[src/rtl/multicycle_control_unit_pkg.sv]
// Shared definitions for the multi-cycle control unit: RV32I/RV64I major
// opcodes, sequencer state encoding, fault codes and the opcode class record
// produced by the classifier.
package multicycle_control_unit_pkg;

    localparam logic [6:0] OP_LOAD      = 7'b0000011;
    localparam logic [6:0] OP_MISC_MEM  = 7'b0001111;
    localparam logic [6:0] OP_OP_IMM    = 7'b0010011;
    localparam logic [6:0] OP_AUIPC     = 7'b0010111;
    localparam logic [6:0] OP_OP_IMM_32 = 7'b0011011;
    localparam logic [6:0] OP_STORE     = 7'b0100011;
    localparam logic [6:0] OP_OP        = 7'b0110011;
    localparam logic [6:0] OP_LUI       = 7'b0110111;
    localparam logic [6:0] OP_OP_32     = 7'b0111011;
    localparam logic [6:0] OP_BRANCH    = 7'b1100011;
    localparam logic [6:0] OP_JALR      = 7'b1100111;
    localparam logic [6:0] OP_JAL       = 7'b1101111;
    localparam logic [6:0] OP_SYSTEM    = 7'b1110011;

    typedef enum logic [2:0] {
        ST_IDLE      = 3'd0,
        ST_FETCH     = 3'd1,
        ST_DECODE    = 3'd2,
        ST_EXECUTE   = 3'd3,
        ST_MEMORY    = 3'd4,
        ST_WRITEBACK = 3'd5,
        ST_HALT      = 3'd6,
        ST_FAULT     = 3'd7
    } state_t;

    typedef enum logic [1:0] {
        FC_NONE         = 2'b00,
        FC_ILLEGAL      = 2'b01,
        FC_IMEM_TIMEOUT = 2'b10,
        FC_DMEM_TIMEOUT = 2'b11
    } fault_code_t;

    typedef struct packed {
        logic is_load;
        logic is_store;
        logic is_branch;
        logic is_system;
        logic illegal;
    } op_class_t;

endpackage

[src/rtl/multicycle_control_unit_opcode_classifier.sv]
// Combinational opcode classifier.
//   opcode   in  7  major opcode (IR[6:0])
//   op_class out    {is_load, is_store, is_branch, is_system, illegal}
// RV64 selects whether the 32-bit word ops (OP-32, OP-IMM-32) are legal.
module multicycle_control_unit_opcode_classifier
    import multicycle_control_unit_pkg::*;
#(
    parameter bit RV64 = 1'b1
) (
    input  logic [6:0] opcode,
    output op_class_t  op_class
);

    always_comb begin
        op_class = '0;
        unique case (opcode)
            OP_LOAD:   op_class.is_load   = 1'b1;
            OP_STORE:  op_class.is_store  = 1'b1;
            OP_BRANCH: op_class.is_branch = 1'b1;
            OP_SYSTEM: op_class.is_system = 1'b1;
            OP_MISC_MEM, OP_OP_IMM, OP_AUIPC, OP_OP, OP_LUI,
            OP_JALR, OP_JAL: ;
            OP_OP_32, OP_OP_IMM_32: op_class.illegal = !RV64;
            default:   op_class.illegal   = 1'b1;
        endcase
    end

endmodule

[src/rtl/multicycle_control_unit.sv]
// Multi-cycle instruction sequencer (FETCH/DECODE/EXECUTE/MEMORY/WRITEBACK)
// with ready handshakes, per-access timeout, start/halt control, fault
// reporting and retired/cycle counters.
//   clk, reset                      clock, synchronous active-high reset
//   start, halt_req                 run control (levels)
//   opcode                          IR[6:0], valid from DECODE onward
//   imem_ready, dmem_ready          memory handshakes
//   imem_req, ir_write_en           fetch request / IR latch pulse
//   dm_req, dm_write_en             data access request / store
//   rf_write_en, pc_write_en        writeback / retire pulses
//   busy, halted, fault, fault_code status
//   retired, cycles                 wrapping counters
//
// state     | meaning
// IDLE      | waiting for start
// FETCH     | imem_req high, waiting for imem_ready
// DECODE    | classify opcode; SYSTEM halts, illegal faults
// EXECUTE   | route to MEMORY / retire (branch) / WRITEBACK
// MEMORY    | dm_req high, waiting for dmem_ready
// WRITEBACK | rf_write_en, retire
// HALT      | stopped, sticky until reset
// FAULT     | stopped with fault_code, sticky until reset
module multicycle_control_unit
    import multicycle_control_unit_pkg::*;
#(
    parameter int INSTRUCTION_SIZE = 32,
    parameter bit RV64             = 1'b1,
    parameter int TIMEOUT_CYCLES   = 16,
    parameter int CNT_WIDTH        = 32
) (
    input  logic                 clk,
    input  logic                 reset,
    input  logic                 start,
    input  logic                 halt_req,
    input  logic [6:0]           opcode,
    input  logic                 imem_ready,
    input  logic                 dmem_ready,
    output logic                 imem_req,
    output logic                 ir_write_en,
    output logic                 dm_req,
    output logic                 dm_write_en,
    output logic                 rf_write_en,
    output logic                 pc_write_en,
    output logic                 busy,
    output logic                 halted,
    output logic                 fault,
    output logic [1:0]           fault_code,
    output logic [CNT_WIDTH-1:0] retired,
    output logic [CNT_WIDTH-1:0] cycles
);

    localparam int TMR_W = $clog2(TIMEOUT_CYCLES + 1);

    if (TIMEOUT_CYCLES < 1 || INSTRUCTION_SIZE < 7) begin : g_param_check
        $error("multicycle_control_unit: TIMEOUT_CYCLES must be >= 1 and INSTRUCTION_SIZE >= 7");
    end

    state_t      state, next_state;
    fault_code_t fault_q, fault_nxt;
    op_class_t   op_class;
    logic [TMR_W-1:0] tmr_q;
    logic        timed_out;
    logic        retire;
    logic        count_retire;

    multicycle_control_unit_opcode_classifier #(.RV64(RV64)) u_classifier (
        .opcode   (opcode),
        .op_class (op_class)
    );

    assign timed_out = (tmr_q == '0);

    always_comb begin
        next_state   = state;
        fault_nxt    = FC_NONE;
        retire       = 1'b0;
        count_retire = 1'b0;
        unique case (state)
            ST_IDLE:   if (start) next_state = ST_FETCH;
            ST_FETCH: begin
                if (imem_ready) begin
                    next_state = ST_DECODE;
                end else if (timed_out) begin
                    next_state = ST_FAULT;
                    fault_nxt  = FC_IMEM_TIMEOUT;
                end
            end
            ST_DECODE: begin
                if (op_class.is_system) begin
                    // ECALL/EBREAK stops the core; it counts as retired but
                    // the PC is left pointing at it.
                    next_state   = ST_HALT;
                    count_retire = 1'b1;
                end else if (op_class.illegal) begin
                    next_state = ST_FAULT;
                    fault_nxt  = FC_ILLEGAL;
                end else begin
                    next_state = ST_EXECUTE;
                end
            end
            ST_EXECUTE: begin
                if (op_class.is_load || op_class.is_store) next_state = ST_MEMORY;
                else if (op_class.is_branch)                retire     = 1'b1;
                else                                        next_state = ST_WRITEBACK;
            end
            ST_MEMORY: begin
                if (dmem_ready) begin
                    if (op_class.is_store) retire     = 1'b1;
                    else                   next_state = ST_WRITEBACK;
                end else if (timed_out) begin
                    next_state = ST_FAULT;
                    fault_nxt  = FC_DMEM_TIMEOUT;
                end
            end
            ST_WRITEBACK: retire = 1'b1;
            ST_HALT, ST_FAULT: ;
            default:   next_state = ST_IDLE;
        endcase
        // halt_req is only looked at on an instruction boundary.
        if (retire) begin
            count_retire = 1'b1;
            next_state   = halt_req ? ST_HALT : ST_FETCH;
        end
    end

    always_comb begin
        imem_req    = (state == ST_FETCH);
        ir_write_en = (state == ST_FETCH) && imem_ready;
        dm_req      = (state == ST_MEMORY);
        dm_write_en = (state == ST_MEMORY) && op_class.is_store;
        rf_write_en = (state == ST_WRITEBACK);
        pc_write_en = retire;
        busy        = (state != ST_IDLE) && (state != ST_HALT) && (state != ST_FAULT);
        halted      = (state == ST_HALT);
        fault       = (state == ST_FAULT);
        fault_code  = fault_q;
    end

    always_ff @(posedge clk) begin
        if (reset) begin
            state   <= ST_IDLE;
            fault_q <= FC_NONE;
            tmr_q   <= '0;
            retired <= '0;
            cycles  <= '0;
        end else begin
            state <= next_state;
            if (next_state == ST_FAULT && state != ST_FAULT) fault_q <= fault_nxt;
            // Wait timer reloads on every state change so each FETCH/MEMORY
            // entry gets a fresh budget of TIMEOUT_CYCLES waiting cycles.
            if (next_state != state)  tmr_q <= TMR_W'(TIMEOUT_CYCLES - 1);
            else if (!timed_out)      tmr_q <= tmr_q - 1'b1;
            if (count_retire) retired <= retired + CNT_WIDTH'(1);
            if (busy)         cycles  <= cycles + CNT_WIDTH'(1);
        end
    end

endmodule
[config.mk]
export PLATFORM = sky130hd
export DESIGN_NAME = multicycle_control_unit
export DESIGN_NICKNAME = d
export VERILOG_FILES = /design/src/rtl/multicycle_control_unit_pkg.sv /design/src/rtl/multicycle_control_unit_opcode_classifier.sv /design/src/rtl/multicycle_control_unit.sv
export SDC_FILE = /design/constraint.sdc
export NUM_CORES = 1
export LEC_CHECK = 0
export ABC_AREA = 1
export CAP_MARGIN = 10
export CORE_ASPECT_RATIO = 0.8
export CORE_UTILIZATION = 30
export DETAILED_ROUTE_END_ITERATION = 8
export PLACE_DENSITY = 0.48
export SLEW_MARGIN = 20
export SYNTH_ARGS = -nofsm -noshare
export SYNTH_HDL_FRONTEND = slang
export SYNTH_SLANG_ARGS = --single-unit
[constraint.sdc]
create_clock -name clk -period 2.8 [get_ports clk]
set_clock_uncertainty 0.05 [all_clocks]
set_input_delay 0.28 -clock clk [delete_from_list [all_inputs] [get_ports clk]]
set_output_delay 0.28 -clock clk [all_outputs]
set_load 0.05 [all_outputs]
**Word-level counts from Yosys, hierarchy flattened**

Index checks and enable logic that the tools add are counted.

- Input port bits: 13
- Flip-flop bits (word level): 74
- Logic and storage cells: 78

- $add $sub $neg: 3
- Reduce and logical (&&, ||, !) cells: 11
- Multiplexer cells: 33
- Equality and inequality tests: 25

Operators by type and width:

| cell | number |
|---|---|
| $add 32x1->32 const B | 2 |
| $mux 3 | 11 |
| $eq 7x6->1 const B | 4 |
| $eq 7x7->1 const B | 4 |
| $eq 7x5->1 const B | 3 |
| $eq 3x3->1 const B | 5 |
| $pmux 3 s5 | 1 |
| $mux 1 | 13 |
| $reduce_or 13->1 | 1 |
| $mux 2 | 4 |
| $mux 4 | 2 |
| $eq 7x2->1 const B | 1 |
| $eq 7x4->1 const B | 1 |
| $eq 3x2->1 const B | 2 |
| $ne 3x3->1 const B | 2 |
| $pmux 2 s3 | 1 |
| $logic_and 1x1->1 | 5 |
| $logic_not 5->1 | 1 |
| $sub 5x1->5 const B | 1 |
| $eq 3x1->1 const B | 1 |
| $logic_not 3->1 | 1 |
| $ne 3x3->1 | 1 |
| $pmux 1 s3 | 1 |
| $reduce_bool 3->1 | 1 |
| other kinds (3) | 3 |

**Logic depth before layout (Yosys ltp)**

- Depth after elaboration: 8
- Depth in mapped cells: 15
- Depth with buffers taken out: 15

**Hierarchy**

A second synthesis with hierarchy kept.

- Cell total of the unflattened synthesis: 704
- Area total of the unflattened synthesis: 4630.7 um^2

Modules (own cells, without submodules):

| module | times used | cells each | area an instance (um^2) | seq. area each (um^2) |
|---|---|---|---|---|
| multicycle_control_unit | 1 | 669 | 4471.8 | 1481.4 |
| multicycle_control_unit_opcode_classifier | 1 | 35 | 158.9 | 0.0 |

**Worst setup path before layout**

No wires, ideal clock.

- Path kind: reg-to-output
- Start point: reg state[2]
- End point: out dm_write_en
- Buffers on the path: 1
- Data required time: 2.470 ns
- Arrival: 2.105 ns
- Path slack: 0.365 ns
- Cell stages (with the launch flop): 4
- Path through: dfxtp_1 clkbuf_4 nand2_4 nor4_1

- Cells in the longest elaborated chain, start to end: 2

Ends and longest elaborated chain:

| item | RTL line | source |
|---|---|---|
| start: declaration | multicycle_control_unit.sv:58 | `state_t state, next_state;` |
| start signal: assignment | multicycle_control_unit.sv:147 | `state <= next_state;` |
| $eq 3x3->1 | multicycle_control_unit.sv:130 | `dm_write_en = (state == ST_MEMORY) && op_class.is_store;` |
| $logic_and 1x1->1 | multicycle_control_unit.sv:130 |  |
| end: declaration | multicycle_control_unit.sv:41 | `output logic dm_write_en,` |

No other way between the ends.

**Worst setup path after layout**

- Start point: reg state[2]
- End point: out fault

- Cells in the longest elaborated chain, start to end: 1

Ends and longest elaborated chain:

| item | RTL line | source |
|---|---|---|
| $eq 3x3->1 | multicycle_control_unit.sv:135 | `fault = (state == ST_FAULT);` |
| end: declaration | multicycle_control_unit.sv:46 | `output logic fault,` |

No other way between the ends.

==> summary.txt <==
Pwr
  • Switching share of power: around a third
  • Pwr dens: 590 nW/um2
  • Clock power frac: 38.3%
  • Overall power: 3390 uW
  • Peak VDD IR: 0.314 mV
  • Static leakage: roughly 0.0020 uW
  • P_sw: 1120 uW
  • Sequential power share: 35.3%
  • Comb pwr share: 26.4%
  • Cell Int Power: 2270 uW

Synth
  • Synth top area cells: dfxtp_1, nand2_1, inv_1
  • Top cell type's share of synthesized area: 34.3%
  • Synth Net Count: 685
  • Top-count cell post-synth: nand2_1
  • Synth Area in Adders: 1.16%
  • Commonest cells in the netlist: nand2_1, inv_1, nor2_1
  • Ys Warns: 0
  • Sequential area share after synthesis: approximately 34%
  • Synth unique cells: 40
  • Largest family of logic cells by synthesized area: simple AND/OR/NAND/NOR gates
  • Post-synthesis register bit count: 74
  • Complex-gate fraction of the synthesized area: 10.8%
  • Post-synthesis mux area share: 0%
  • Post-Synthesis Cells: 668
  • Ys flop type: dfxtp_1
  • Cell Area, Synth: 4320 um2
  • Syn_area_per_cell: 6.47 um2
  • Xor/xnor share of the synthesized area: 4.66%
  • Largest area contributor in the netlist: dfxtp_1
  • Post-synthesis simple-gate area fraction: 39.2%
  • Post-synth EDFFs: 0
  • Async SR Flop Fraction: 0%

CTS
  • Cts repair resizes: 0
  • Setup Fix Bufs, Post-CTS: 0
  • Total CTS buffers: 9
  • Maximum clock path buffer count: 2
  • Clk sink count: 74
  • Worst skew pair latency: 0.33 ns
  • CTS root buf: clkbuf_16
  • CTS tree: yes
  • CTS clk-pin slew, worst paths: around 0.05 ns
  • Cts hold-fix bufs: 0
  • Number of H-tree levels: 3

Die
  • Die extent in x: approximately 140 um
  • Initial core utilization: between 30% and 40%
  • Core Rows: 38
  • Overall die height: between 100 and 150 um
  • Die area: 14900 um2
  • Core ar.: 13800 um2
  • Io pins: 88

Detailed routing
  • Met3 WL: about 570 um
  • Final ANT Viol Nets: 0
  • Drt drc: 0
  • Routed WL: between 10000 and 15000 um
  • Vias per cell: 4.75
  • Highest routed layer: met4
  • Post-Route M1 WL: roughly 6600 um
  • Met2 wire len: 5190 um
  • Routed wire per std cell: ~13 um
  • TritonRoute pass-1 iters: 5
  • Initial detailed-routing violation count: 261
  • Vias post-DR: 4493

Setup path
  • Crit-path max FO: 8
  • Top delay family on crit path: buffers and inverters
  • CP max stage cell: clkdlybuf4s50_1
  • Worst Setup Path Type: register to output port
  • Worst setup SP type: register
  • Reg2reg setup slack: roughly 0.59 ns
  • Max incr delay on CP: 0.85 ns
  • R2r startpoint: state[1]$_SDFF_PP0_
  • Worst EP arrival: approximately 2.2 ns
  • Cells along the critical path: inv_1 > nor2_1 > clkdlybuf4s50_1
  • Critical path buffers and inverters: 2
  • Depth of the most critical reg-to-reg path: 9
  • Critical path startpoint: state[2]$_SDFF_PP0_
  • Critical Path End Type: output port
  • WP data required: 2.47 ns
  • Reg2reg end: cycles[14]$_SDFFE_PP0P_

Final layout
  • Layout Nets: 777
  • # diodes: 0
  • Share of cells above drive strength 1: approximately 7%
  • Fillers: 1465
  • Area growth syn-to-layout: 32.9%
  • Multi-input logic area: 2420 um2
  • Reg area: 1480 um2

STA
  • Setup TNS: 0 ns
  • Slew HR: 61.3%
  • Actual slew at the worst max-slew pin: between 0.5 and 0.6 ns
  • Final setup vio count: 0
  • Period utilisation layout: 91.9%
  • RSZ-0062 raised after global routing: no
  • Final Hold Vio Count: 0
  • Worst setup margin: 0.226 ns
  • Tmin final: 2.57 ns
  • Pins Over Slew Limit: 0
  • Top achievable clock speed: 0.389 GHz

Status
  • Status: finished, final reports clean

Placed design
  • Place WS: about 0.29 ns
  • GP Congestion: 0.814
  • Post-DP HPWL: 9570 um
  • IO buf count: 87

Min path
  • Worst hold stages: 2
  • HP Class: register to register
  • Hold EP: fault_code[0]$_SDFFE_PP0P_
  • Worst hold path startpoint: fault_code[0]$_SDFFE_PP0P_

Global routing
  • Initial antenna violation count: 0
  • Grt ovf: 0
  • First-pass GRT wire length: roughly 20000 um
  • Largest net degree at the start of global routing: 37
  • Vias in the first global route: 4052
  • Total GRT Usage: 17.1%

Job
  • Max-cap viol count: 0
==> kinds of logic after synthesis <==
group,count (synthesis)
flops,74
xor+xnor,23
compound gates,89
fa+ha+maj,4
buf+inv,110
simple gates,368
==> worst min-delay path, cell delays in order, from the launching register on <==
cell     delay [ns]
dfxtp_1        0.31
inv_1          0.05
a21oi_1        0.05
==> per-layer routing <==
metal,global-route usage [%],vias up
li1,-,2356
met5,0,-
met1,24.9,2030
met3,3.55,9
met2,25.6,98
met4,3.97,0
==> layout by cell type (no fill, tap or decap), types with 6 or more instances in the layout <==
| master | instances |
|---|---|
| nand4_1 | 17 |
| nor3_1 | 30 |
| buf_4 | 9 |
| o21ai_0 | 29 |
| inv_1 | 93 |
| nand2_1 | 151 |
| nand3_1 | 38 |
| nor2_1 | 91 |
| clkdlybuf4s50_1 | 85 |
| nor4_1 | 13 |
| xor2_1 | 19 |
| a21oi_1 | 52 |
| dfxtp_1 | 74 |
| nor2_2 | 6 |
| clkbuf_16 | 9 |
==> worst max path at each step <==
stage | to | slack, ns | cells after the start
floorplan | dm_write_en | 0.36 | 3
global placement | retired[25]$_SDFFE_PP0P_ | 0.36 | 14
detailed placement | retired[25]$_SDFFE_PP0P_ | 0.29 | 14
CTS | fault | 0.21 | 3
global route | fault | 0.13 | 3
finish | fault | 0.23 | 3
==> through the flow <==
step	cell area (um2)	hold WS, ns	cells	utilization (%)
4_1_cts	5750	0.404	945	41.7
2_1_floorplan	4320	0.405	668	-
5_1_grt	5750	0.437	945	41.7
3_3_place_gp	5410	0.390	929	39.2
3_5_place_dp	5410	0.395	929	39.2
6_report	5750	0.398	945	41.7
==> power groups by stage <==
| stage | logic [uW] | clock network [uW] | registers (uW) |
|---|---|---|---|
| after floorplan | 597 | 0 | 1260 |
| after global placement | 896 | 0 | 1210 |
| after detailed placement | 898 | 0 | 1220 |
| after CTS | 902 | 1330 | 1190 |
| after global routing | 1010 | 1380 | 1210 |
| final | 895 | 1300 | 1190 |
==> sequential cells by signal (all words and copies together), names as in the netlist <==
register	flops
retired	32
tmr_q	5
state	3
fault_code	2
cycles	32
==> layout make-up <==
class,count,share of cell area [%]
repair buffers,94,16.0
clock inverters,4,1.26
clock buffers,12,4.64
flip-flops and latches,74,25.8
inverters,97,6.38
multi-input cells,484,42.0
well taps,180,3.92
Power figures use the tool's default switching activity.
